**src/rtl/rvv_backend_pkg.sv**
```systemverilog
// Shared mask-unit types and constants for the vector backend.
// No logic; constants only.
// Backpressure: not applicable.
package rvv_backend_pkg;

    localparam int VIOTA_BEAT_ELEMS = 64;
    localparam int VIOTA_LOCAL_W    = $clog2(VIOTA_BEAT_ELEMS) + 1;
    localparam int VLEN_DEFAULT     = 512;
    localparam int VIOTA_CNT_W      = $clog2(VLEN_DEFAULT) + 1;

    typedef logic [VIOTA_CNT_W-1:0]   viota_cnt_t;
    typedef logic [VIOTA_LOCAL_W-1:0] viota_local_t;

    typedef enum logic {
        VIOTA_IDLE = 1'b0,
        VIOTA_RUN  = 1'b1
    } viota_state_e;

endpackage

```
**src/rtl/rvv_backend_alu_unit_mask_viota64.sv**
```systemverilog
// Exclusive prefix popcount (viota) over one 64-bit active-element window.
// Latency: combinational.
// Backpressure: none.
module rvv_backend_alu_unit_mask_viota64
    import rvv_backend_pkg::*;
(
    input  logic [VIOTA_BEAT_ELEMS-1:0]               act,
    output logic [VIOTA_BEAT_ELEMS*VIOTA_LOCAL_W-1:0] viota,
    output viota_local_t                              popcnt
);

    viota_local_t acc;

    always_comb begin
        viota = '0;
        acc   = '0;
        for (int i = 0; i < VIOTA_BEAT_ELEMS; i++) begin
            viota[i*VIOTA_LOCAL_W +: VIOTA_LOCAL_W] = acc;
            acc = acc + viota_local_t'(act[i]);
        end
        popcnt = acc;
    end

endmodule

```
**src/rtl/rvv_backend_alu_mask_viota_seq.sv**
```systemverilog
// Sequences viota.m/vcpop.m over a VLEN mask, one 64-element beat per handshake.
// Latency: first beat one cycle after command accept; back-to-back commands with no bubble.
// Backpressure: beat outputs held while beat_ready is low; cmd_ready only when idle or on the last-beat handshake.
module rvv_backend_alu_mask_viota_seq
    import rvv_backend_pkg::*;
#(
    parameter  int VLEN   = VLEN_DEFAULT,
    parameter  int TAG_W  = 5,
    localparam int BEATS  = VLEN / VIOTA_BEAT_ELEMS,
    localparam int BEAT_W = (BEATS > 1) ? $clog2(BEATS) : 1,
    localparam int CNT_W  = $clog2(VLEN) + 1,
    localparam int VL_W   = $clog2(VLEN) + 1
) (
    input  logic                              clk,
    input  logic                              rst_n,
    input  logic                              flush,
    input  logic                              cmd_valid,
    output logic                              cmd_ready,
    input  logic [VLEN-1:0]                   cmd_vs2,
    input  logic [VLEN-1:0]                   cmd_v0,
    input  logic                              cmd_vm,
    input  logic [VL_W-1:0]                   cmd_vl,
    input  logic [TAG_W-1:0]                  cmd_tag,
    output logic                              beat_valid,
    input  logic                              beat_ready,
    output logic [BEAT_W-1:0]                 beat_idx,
    output logic [VIOTA_BEAT_ELEMS*CNT_W-1:0] beat_result,
    output logic [VIOTA_BEAT_ELEMS-1:0]       beat_elem_en,
    output logic                              beat_last,
    output logic [CNT_W-1:0]                  beat_total,
    output logic [TAG_W-1:0]                  beat_tag,
    output logic                              busy
);

    viota_state_e          state_q, state_d;
    logic [VLEN-1:0]       vs2_q, vs2_d;
    logic [VLEN-1:0]       v0_q, v0_d;
    logic                  vm_q, vm_d;
    logic [VL_W-1:0]       vl_q, vl_d;
    logic [TAG_W-1:0]      tag_q, tag_d;
    logic [BEAT_W-1:0]     beat_q, beat_d;
    logic [CNT_W-1:0]      base_q, base_d;

    logic [VIOTA_BEAT_ELEMS-1:0]               vs2_win, v0_win, elem_en, act;
    logic [VIOTA_BEAT_ELEMS*VIOTA_LOCAL_W-1:0] viota;
    viota_local_t                              popcnt;
    logic [VL_W-1:0]                           last_idx;
    logic                                      is_last, hs, accept;

    assign vs2_win = vs2_q[{beat_q, 6'd0} +: VIOTA_BEAT_ELEMS];
    assign v0_win  = v0_q[{beat_q, 6'd0} +: VIOTA_BEAT_ELEMS];

    // Tail elements (global index >= vl) and masked-off elements are neither written nor counted.
    always_comb begin
        elem_en = '0;
        for (int i = 0; i < VIOTA_BEAT_ELEMS; i++) begin
            elem_en[i] = (VL_W'({beat_q, 6'(i)}) < vl_q) & (vm_q | v0_win[i]);
        end
    end

    assign act = elem_en & vs2_win;

    rvv_backend_alu_unit_mask_viota64 u_viota64 (
        .act    (act),
        .viota  (viota),
        .popcnt (popcnt)
    );

    // vl=0 still produces a single (empty) beat.
    assign last_idx = (vl_q == '0) ? '0 : ((vl_q - VL_W'(1)) >> 6);
    assign is_last  = (VL_W'(beat_q) == last_idx);

    assign beat_valid = (state_q == VIOTA_RUN);
    assign busy       = (state_q == VIOTA_RUN);
    assign hs         = beat_valid & beat_ready;
    assign cmd_ready  = ~flush & ((state_q == VIOTA_IDLE) | (hs & is_last));
    assign accept     = cmd_valid & cmd_ready;

    always_comb begin
        beat_result = '0;
        for (int i = 0; i < VIOTA_BEAT_ELEMS; i++) begin
            beat_result[i*CNT_W +: CNT_W] = base_q + CNT_W'(viota[i*VIOTA_LOCAL_W +: VIOTA_LOCAL_W]);
        end
    end

    assign beat_idx     = beat_q;
    assign beat_elem_en = elem_en;
    assign beat_last    = is_last;
    assign beat_total   = base_q + CNT_W'(popcnt);
    assign beat_tag     = tag_q;

    always_comb begin
        state_d = state_q;
        vs2_d   = vs2_q;
        v0_d    = v0_q;
        vm_d    = vm_q;
        vl_d    = vl_q;
        tag_d   = tag_q;
        beat_d  = beat_q;
        base_d  = base_q;
        if (flush) begin
            state_d = VIOTA_IDLE;
            beat_d  = '0;
            base_d  = '0;
        end else if (accept) begin
            state_d = VIOTA_RUN;
            vs2_d   = cmd_vs2;
            v0_d    = cmd_v0;
            vm_d    = cmd_vm;
            vl_d    = cmd_vl;
            tag_d   = cmd_tag;
            beat_d  = '0;
            base_d  = '0;
        end else if (hs) begin
            if (is_last) begin
                state_d = VIOTA_IDLE;
                beat_d  = '0;
                base_d  = '0;
            end else begin
                beat_d  = beat_q + BEAT_W'(1);
                base_d  = beat_total;
            end
        end
    end

    always_ff @(posedge clk) begin
        if (!rst_n) begin
            state_q <= VIOTA_IDLE;
            vs2_q   <= '0;
            v0_q    <= '0;
            vm_q    <= 1'b0;
            vl_q    <= '0;
            tag_q   <= '0;
            beat_q  <= '0;
            base_q  <= '0;
        end else begin
            state_q <= state_d;
            vs2_q   <= vs2_d;
            v0_q    <= v0_d;
            vm_q    <= vm_d;
            vl_q    <= vl_d;
            tag_q   <= tag_d;
            beat_q  <= beat_d;
            base_q  <= base_d;
        end
    end

endmodule

```
**config.mk**
```make
export PLATFORM = sky130hd
export DESIGN_NAME = rvv_backend_alu_mask_viota_seq
export DESIGN_NICKNAME = d
export VERILOG_FILES = /design/src/rtl/rvv_backend_pkg.sv /design/src/rtl/rvv_backend_alu_unit_mask_viota64.sv /design/src/rtl/rvv_backend_alu_mask_viota_seq.sv
export SDC_FILE = /design/constraint.sdc
export NUM_CORES = 2
export LEC_CHECK = 0
export BUFFER_PORTS_ARGS = -buffer_cell sky130_fd_sc_hd__buf_2
export CORE_AREA = 2 2 688 690
export CTS_BUF_LIST = sky130_fd_sc_hd__clkbuf_4 sky130_fd_sc_hd__clkbuf_8
export CTS_CLUSTER_DIAMETER = 200
export CTS_CLUSTER_SIZE = 40
export DETAILED_ROUTE_END_ITERATION = 10
export DIE_AREA = 0 0 690 692
export PLACE_DENSITY_LB_ADDON = 0.08
export SYNTH_ARGS = -nofsm -noshare
export SYNTH_HDL_FRONTEND = slang
export SYNTH_SLANG_ARGS = --single-unit
```
**constraint.sdc**
```tcl
create_clock -name clk -period 48.9 [get_ports clk]
set_input_delay 7.335 -clock clk [delete_from_list [all_inputs] [get_ports clk]]
set_output_delay 7.335 -clock clk [all_outputs]
set_load 0.03 [all_outputs]
```
### After elaboration in Yosys (flattened, before gate mapping)

Index checks and enable logic that the tools add are counted.

* memories: 0
* register bits: 1054
* word-level logic and storage cells: 354
* input bits: 1045
* bits in latches: 0
* RAM bits: 0
* ROM bits: 0

* add/sub/neg operators: 129
* shift-type cells: 2
* eq/ne operators: 1
* mux-type cells: 6
* div/mod/pow operators: 0
* bitwise operators: 137
* $mul: 0
* reductions and logical operators: 7
* $lt $le $gt $ge: 64

Operators with widths (count)
* indexed part select 512 x 10 -> 64 bit: 2
* less-than comparator 9 x 10 -> 1 bit: 64
* adder 10 x 7 -> 10 bit: 63
* adder 7 x 1 -> 7 bit: 62
* AND 1 bit: 68
* OR 1 bit: 65
* AND 64 bit: 1
* adder 10 x 1 -> 10 bit: 1
* logical NOT 10 bit: 1
* two-way mux 10 bit: 1
* subtractor 10 x 1 -> 10 bit, second input constant: 1
* equality test 3 x 4 -> 1 bit: 1
* two-way mux 4 bit: 1
* AND reduction 2 bit: 2
* nonzero test 2 bit: 2
* adder 3 x 1 -> 3 bit, second input constant: 1
* two-way mux 1 bit: 3
* two-way mux 3 bit: 1
* inverter 1 bit: 3
* OR reduction 3 bit: 1
* adder 1 x 1 -> 2 bit: 1
* OR reduction 2 bit: 1

### Logic depth before layout (Yosys ltp)

* word-level depth: 69
* gate-level depth with buffers: 94
* mapped depth without buffers: 88

### Hierarchy

A second synthesis with hierarchy kept.

* cells, all modules: 9952
* area total of the unflattened synthesis: 80363.3 um2

Modules (own cells, without submodules)
* rvv_backend_alu_mask_viota_seq: cells each 8432, seq. area each 21100.2 um2, area an instance 68187.9 um2, times used 1
* rvv_backend_alu_unit_mask_viota64: cells each 1520, seq. area each 0.0 um2, area an instance 12175.4 um2, times used 1

### Worst setup path before layout

No wires, ideal clock.

* path kind: register to output
* start: reg beat_q[0] (netlist: beat_idx[0])
* end: out beat_total[9]
* path buffers: 6
* setup slack: 10.640 ns
* arrival time: 30.925 ns
* cell stages (with the launch flop): 92
* path through: dfxtp_1 > clkbuf_1 > buf_1 > buf_1 > buf_1 > buf_1 > inv_1 > ha_1 > nand4b_1 > or3_1 > buf_1 > nor2_1 > a211oi_1 > and2_1 > inv_1 > fa_1 > inv_1 > ha_1 > [56 not listed] > ha_1 > ha_1 > ha_1 > ha_1 > o21a_1 > o21ai_0 > o41ai_1 > xor2_1 > xnor2_1 > and2_1 > a31oi_1 > o2bb2ai_1 > a32oi_1 > xnor2_1 > ha_1 > a21oi_1 > nor2_1 > xor2_1

* cells in the longest elaborated chain, start to end: 68
* elaborated cells on any way between the ends: 259
* classes of those cells: 64 x add/sub; 64 x order compare; 2 x shift; 129 x bitwise

Ends and longest elaborated chain
* from (decl): RTL line rvv_backend_alu_mask_viota_seq.sv:41 `logic [BEAT_W-1:0] beat_q, beat_d;`
* from (signal assigned): RTL line rvv_backend_alu_mask_viota_seq.sv:143 `beat_q <= beat_d;`
* indexed part select 512 x 10 -> 64 bit: RTL line rvv_backend_alu_mask_viota_seq.sv:51 `assign v0_win = v0_q[{beat_q, 6'd0} +: VIOTA_BEAT_ELEMS];`
* OR 1 bit: RTL line rvv_backend_alu_mask_viota_seq.sv:57 `elem_en[i] = (VL_W'({beat_q, 6'(i)}) < vl_q) & (vm_q | v0_win[i]);`
* AND 1 bit (*): RTL line rvv_backend_alu_mask_viota_seq.sv:57
* via beat_elem_en[0]: RTL line rvv_backend_alu_mask_viota_seq.sv:28 `output logic [VIOTA_BEAT_ELEMS-1:0] beat_elem_en,`
* AND 64 bit (*): RTL line rvv_backend_alu_mask_viota_seq.sv:61 `assign act = elem_en & vs2_win;`
* adder 1 x 1 -> 2 bit (*): RTL line rvv_backend_alu_unit_mask_viota64.sv:19 `acc = acc + viota_local_t'(act[i]);`
* adder 7 x 1 -> 7 bit (*) (62 in a row): RTL line rvv_backend_alu_unit_mask_viota64.sv:19
* adder 10 x 7 -> 10 bit (*): RTL line rvv_backend_alu_mask_viota_seq.sv:89 `assign beat_total = base_q + CNT_W'(popcnt);`
* to (decl): RTL line rvv_backend_alu_mask_viota_seq.sv:30 `output logic [CNT_W-1:0] beat_total,`

Mark *: on every way through the listed nets, which the timed path passes. The rest lies on a longest branch.

### Worst setup path after layout

* start: reg beat_q[0] (netlist: beat_idx[0])
* end: out beat_total[9]

* cells in the longest elaborated chain, start to end: 68
* elaborated cells on any way between the ends: 259
* classes of those cells: 64 x add/sub; 64 x order compare; 2 x shift; 129 x bitwise

Ends and longest elaborated chain (RTL line)
* indexed part select 512 x 10 -> 64 bit: rvv_backend_alu_mask_viota_seq.sv:51
* OR 1 bit: rvv_backend_alu_mask_viota_seq.sv:57
* AND 1 bit: rvv_backend_alu_mask_viota_seq.sv:57
* AND 64 bit (*): rvv_backend_alu_mask_viota_seq.sv:61
* adder 1 x 1 -> 2 bit: rvv_backend_alu_unit_mask_viota64.sv:19
* adder 7 x 1 -> 7 bit (61 in a row): rvv_backend_alu_unit_mask_viota64.sv:19
* adder 7 x 1 -> 7 bit (*): rvv_backend_alu_unit_mask_viota64.sv:19
* adder 10 x 7 -> 10 bit (*): rvv_backend_alu_mask_viota_seq.sv:89

Every way passes the cells marked *; elsewhere a longest branch is shown, timed or not.

==> run_results.csv <==
group,metric,value,unit
setup_path,r2r_slack,15.48,ns
detailed_routing,wl_per_cell,30.6,µm
yosys,synth_top_flop_cell,"dfxtp_1",
clock_network,clock_sinks,1054,
cells_and_area,nets,11900,
run_status,status,"complete, no violations",
setup_path,r2r_cells,85,
detailed_routing,drc_errors,0,
yosys,synthTopCellsByCount,"nand2_1, dfxtp_1, a21boi_0",
setup_path,path_class,"flip-flop to output port",
sta,drv_slew,0,
sta,grt_setup_unrepaired,"false",
clock_network,clkTransAtPathRegs,0.25,ns
detailed_routing,ant_nets,0,
yosys,syn_inst,8853,
cells_and_area,syn_to_final_growth,22.5,%
cells_and_area,drive_above_1_share,23.8,%
power,leakagePower,39.9,nW
setup_path,critPathLaunch,"beat_idx[0]",
yosys,synth_top_area_share,27.8,%
detailed_routing,vias,70000,
placement,port_buffers,1770,
floorplanning,ioPinCount,1771,
setup_path,cpMostUsedCell,"ha_1",
sta,tns,0,ns
floorplanning,rows,252,
power,peakVddDrop,0.0288,mV
yosys,synth-async-reset-ratio,0,%
clock_network,cts_tree,"built",
clock_network,htreeDepth,1,
sta,tightest_slew,1.29,ns
sta,hold_viol,0,
placement,dp.final_hpwl,432000,µm
grt,grt_pass1_vias,71300,
hold_path,min_path_cells,2,
detailed_routing,drt-initial-drc-count,3797,
floorplanning,die_w,690,µm
clock_network,postCtsSetupBuffers,0,
grt,grt_max_degree,200,
placement,placed_cells,16500,
setup_path,path_max_fanout,30,
yosys,synth_cell_type_count,103,
yosys,synth_seq_cells,1054,
clock_network,ctsResizeCount,0,
job,maxCapViolations,0,
sta,period_minus_slack,41.61,ns
hold_path,hold_class,"flip-flop to flip-flop",
hold_path,worstHoldStart,"v0_q[488]",
hold_path,worstHoldEndpoint,"v0_q[488]",
cells_and_area,fin_cells,16600,
setup_path,rr_startpoint,"beat_idx[0]",
power,total_power,0.00171,W
setup_path,cp.arrival,34.28,ns
yosys,avgSynthCellArea,8.58,µm²
grt,grt_use_total,20.3,%
yosys,synth-seq-area-share,27.8,%
setup_path,required,41.56,ns
detailed_routing,drt-pass1-iter-count,5,
sta,clock.fmax,24.0,MHz
clock_network,ctsHoldBuffers,0,
floorplanning,start_util,16.2,%
cells_and_area,fill_cells,52900,
cells_and_area,multi_input_area,0.0523,mm²
grt,antenna_found_initial,260,
grt,overflow,0,
setup_path,r2r_end,"base_q[9]",
setup_path,max_stage_delay,0.86,ns
floorplanning,die_y,692,µm
grt,grt_pass1_wl,668000,µm
floorplanning,dieArea,0.477,mm²
clock_network,ctsRootBufferMaster,"clkbuf_8",
sta,max_slew_margin,13.7,%
sta,setup_viol,0,
cells_and_area,regArea,0.0212,mm²
sta,hold_slack,0.482,ns
setup_path,slowest_stage,"dfxtp_4",
floorplanning,core,0.470,mm²
yosys,synth_edf_count,0,
placement,pre_cts_slack,7.90,ns
clock_network,numCtsBuffers,31,
yosys,yosys.area.top_type,"dfxtp_1",
power,power.density,18.3,mW/mm²
sta,finalCritPeriodShare,85.1,%
clock_network,cts_buffer_depth,3,
yosys,netlist_area,0.0760,mm²
detailed_routing,drt-total-wl,506000,µm
setup_path,crit_path_end_kind,"output port",
detailed_routing,viasPerCell,4.23,
sta,worst_slack,7.29,ns
setup_path,crit_path_start_kind,"flip-flop",
placement,place_congestion,0.883,
yosys,synth_area_leaders,"dfxtp_1, nand2_1, a21boi_0",
yosys,yosys_warnings,0,
sta,finalClockSkew,0.114,ns
clock_network,clk-insertion-delay-late,1.01,ns
yosys,yosysMostFrequentCell,"nand2_1",
## cell families after synthesis
| group | synth area share (%) |
|---|---|
| buffers and inverters | 4.03 |
| AOI/OAI and AO/OA | 18.8 |
| DFF | 27.8 |
| xor gates and xnor gates | 12.7 |
| and+or+nand+nor | 16.4 |
| adders and majority gates | 11.1 |
| other | 0.00494 |
| muxes | 9.18 |
## through the flow
stage	util (%)	area, µm²
2_1_floorplan	-	76000
3_3_place_gp	19.7	92400
3_5_place_dp	19.7	92400
4_1_cts	19.8	92900
5_1_grt	19.8	92900
6_report	19.8	93100
## worst max path at each step
| stage | end | slack, ns | cells after the start |
|---|---|---|---|
| global placement | beat_total[9] | 8.12 | 86 |
| detailed placement | beat_total[9] | 7.90 | 85 |
| finish | beat_total[9] | 7.29 | 84 |
| global route | beat_total[9] | 5.46 | 85 |
| floorplan | beat_total[9] | 10.64 | 91 |
| CTS | beat_total[9] | 6.65 | 85 |
## where the power goes
group / leakage [nW] / switching (W) / internal, W
Sequential: 8.62 / 0.0000260 / 0.000902
Combinational: 31.0 / 0.000279 / 0.000123
Clock: 0.275 / 0.000309 / 0.0000679
## metal layers
metal / wire (µm) / share of wire, % / vias to the layer above / global-route usage, %
li1: - / - / 33100 / -
met4: 18300 / 3.6 / 148 / 6.24
met2: 263000 / 52 / 1725 / 38.1
met3: 26900 / 5.3 / 533 / 4.11
met1: 197000 / 39 / 34500 / 22.9
met5: 943 / 0.19 / - / 0
## critical path: cells and delay by family (launching register included)
kind / cells / cell delay (ns)
xor gates and xnor gates: 4 / 1.60
muxes: 1 / 0.57
buffers and inverters: 4 / 1.57
adders and majority gates: 63 / 25.71
DFF: 1 / 0.86
AOI/OAI and AO/OA: 7 / 1.96
and+or+nand+nor: 5 / 0.90
## flip-flops by register name, summed over array words and instances, names as in the netlist
| name | count |
|---|---|
| v0_q | 512 |
| vs2_q | 512 |
| base_q | 10 |
| vl_q | 10 |
| beat_tag | 5 |
| beat_idx | 3 |
| beat_valid | 1 |
| vm_q | 1 |
## cell type report
| class | count | share of cell area (%) |
|---|---|---|
| antenna | 73 | 0.196 |
| timing repair buffer | 1915 | 10.8 |
| multi-input combinational | 6993 | 56.2 |
| clock buffer | 33 | 0.474 |
| sequential | 1054 | 22.7 |
| inverter | 275 | 1.11 |
| clock inverter | 5 | 0.112 |
| tap | 6223 | 8.36 |
## placed cells by master (no fill, tap or decap), types with 163 or more instances in the layout
cell type / Yosys / routed
ha_1: 558 / 558
xnor2_1: 561 / 561
inv_1: 263 / 263
nor2_1: 215 / 213
mux4_2: 256 / 256
o21bai_1: 181 / 181
a21boi_0: 1042 / 1042
buf_2: 2 / 1769
nor2b_1: 168 / 163
a21oi_1: 380 / 379
nand2_1: 2256 / 2254
xor2_1: 242 / 242
dfxtp_1: 1054 / 1040
Note: power is estimated with default switching activity, not from simulation.
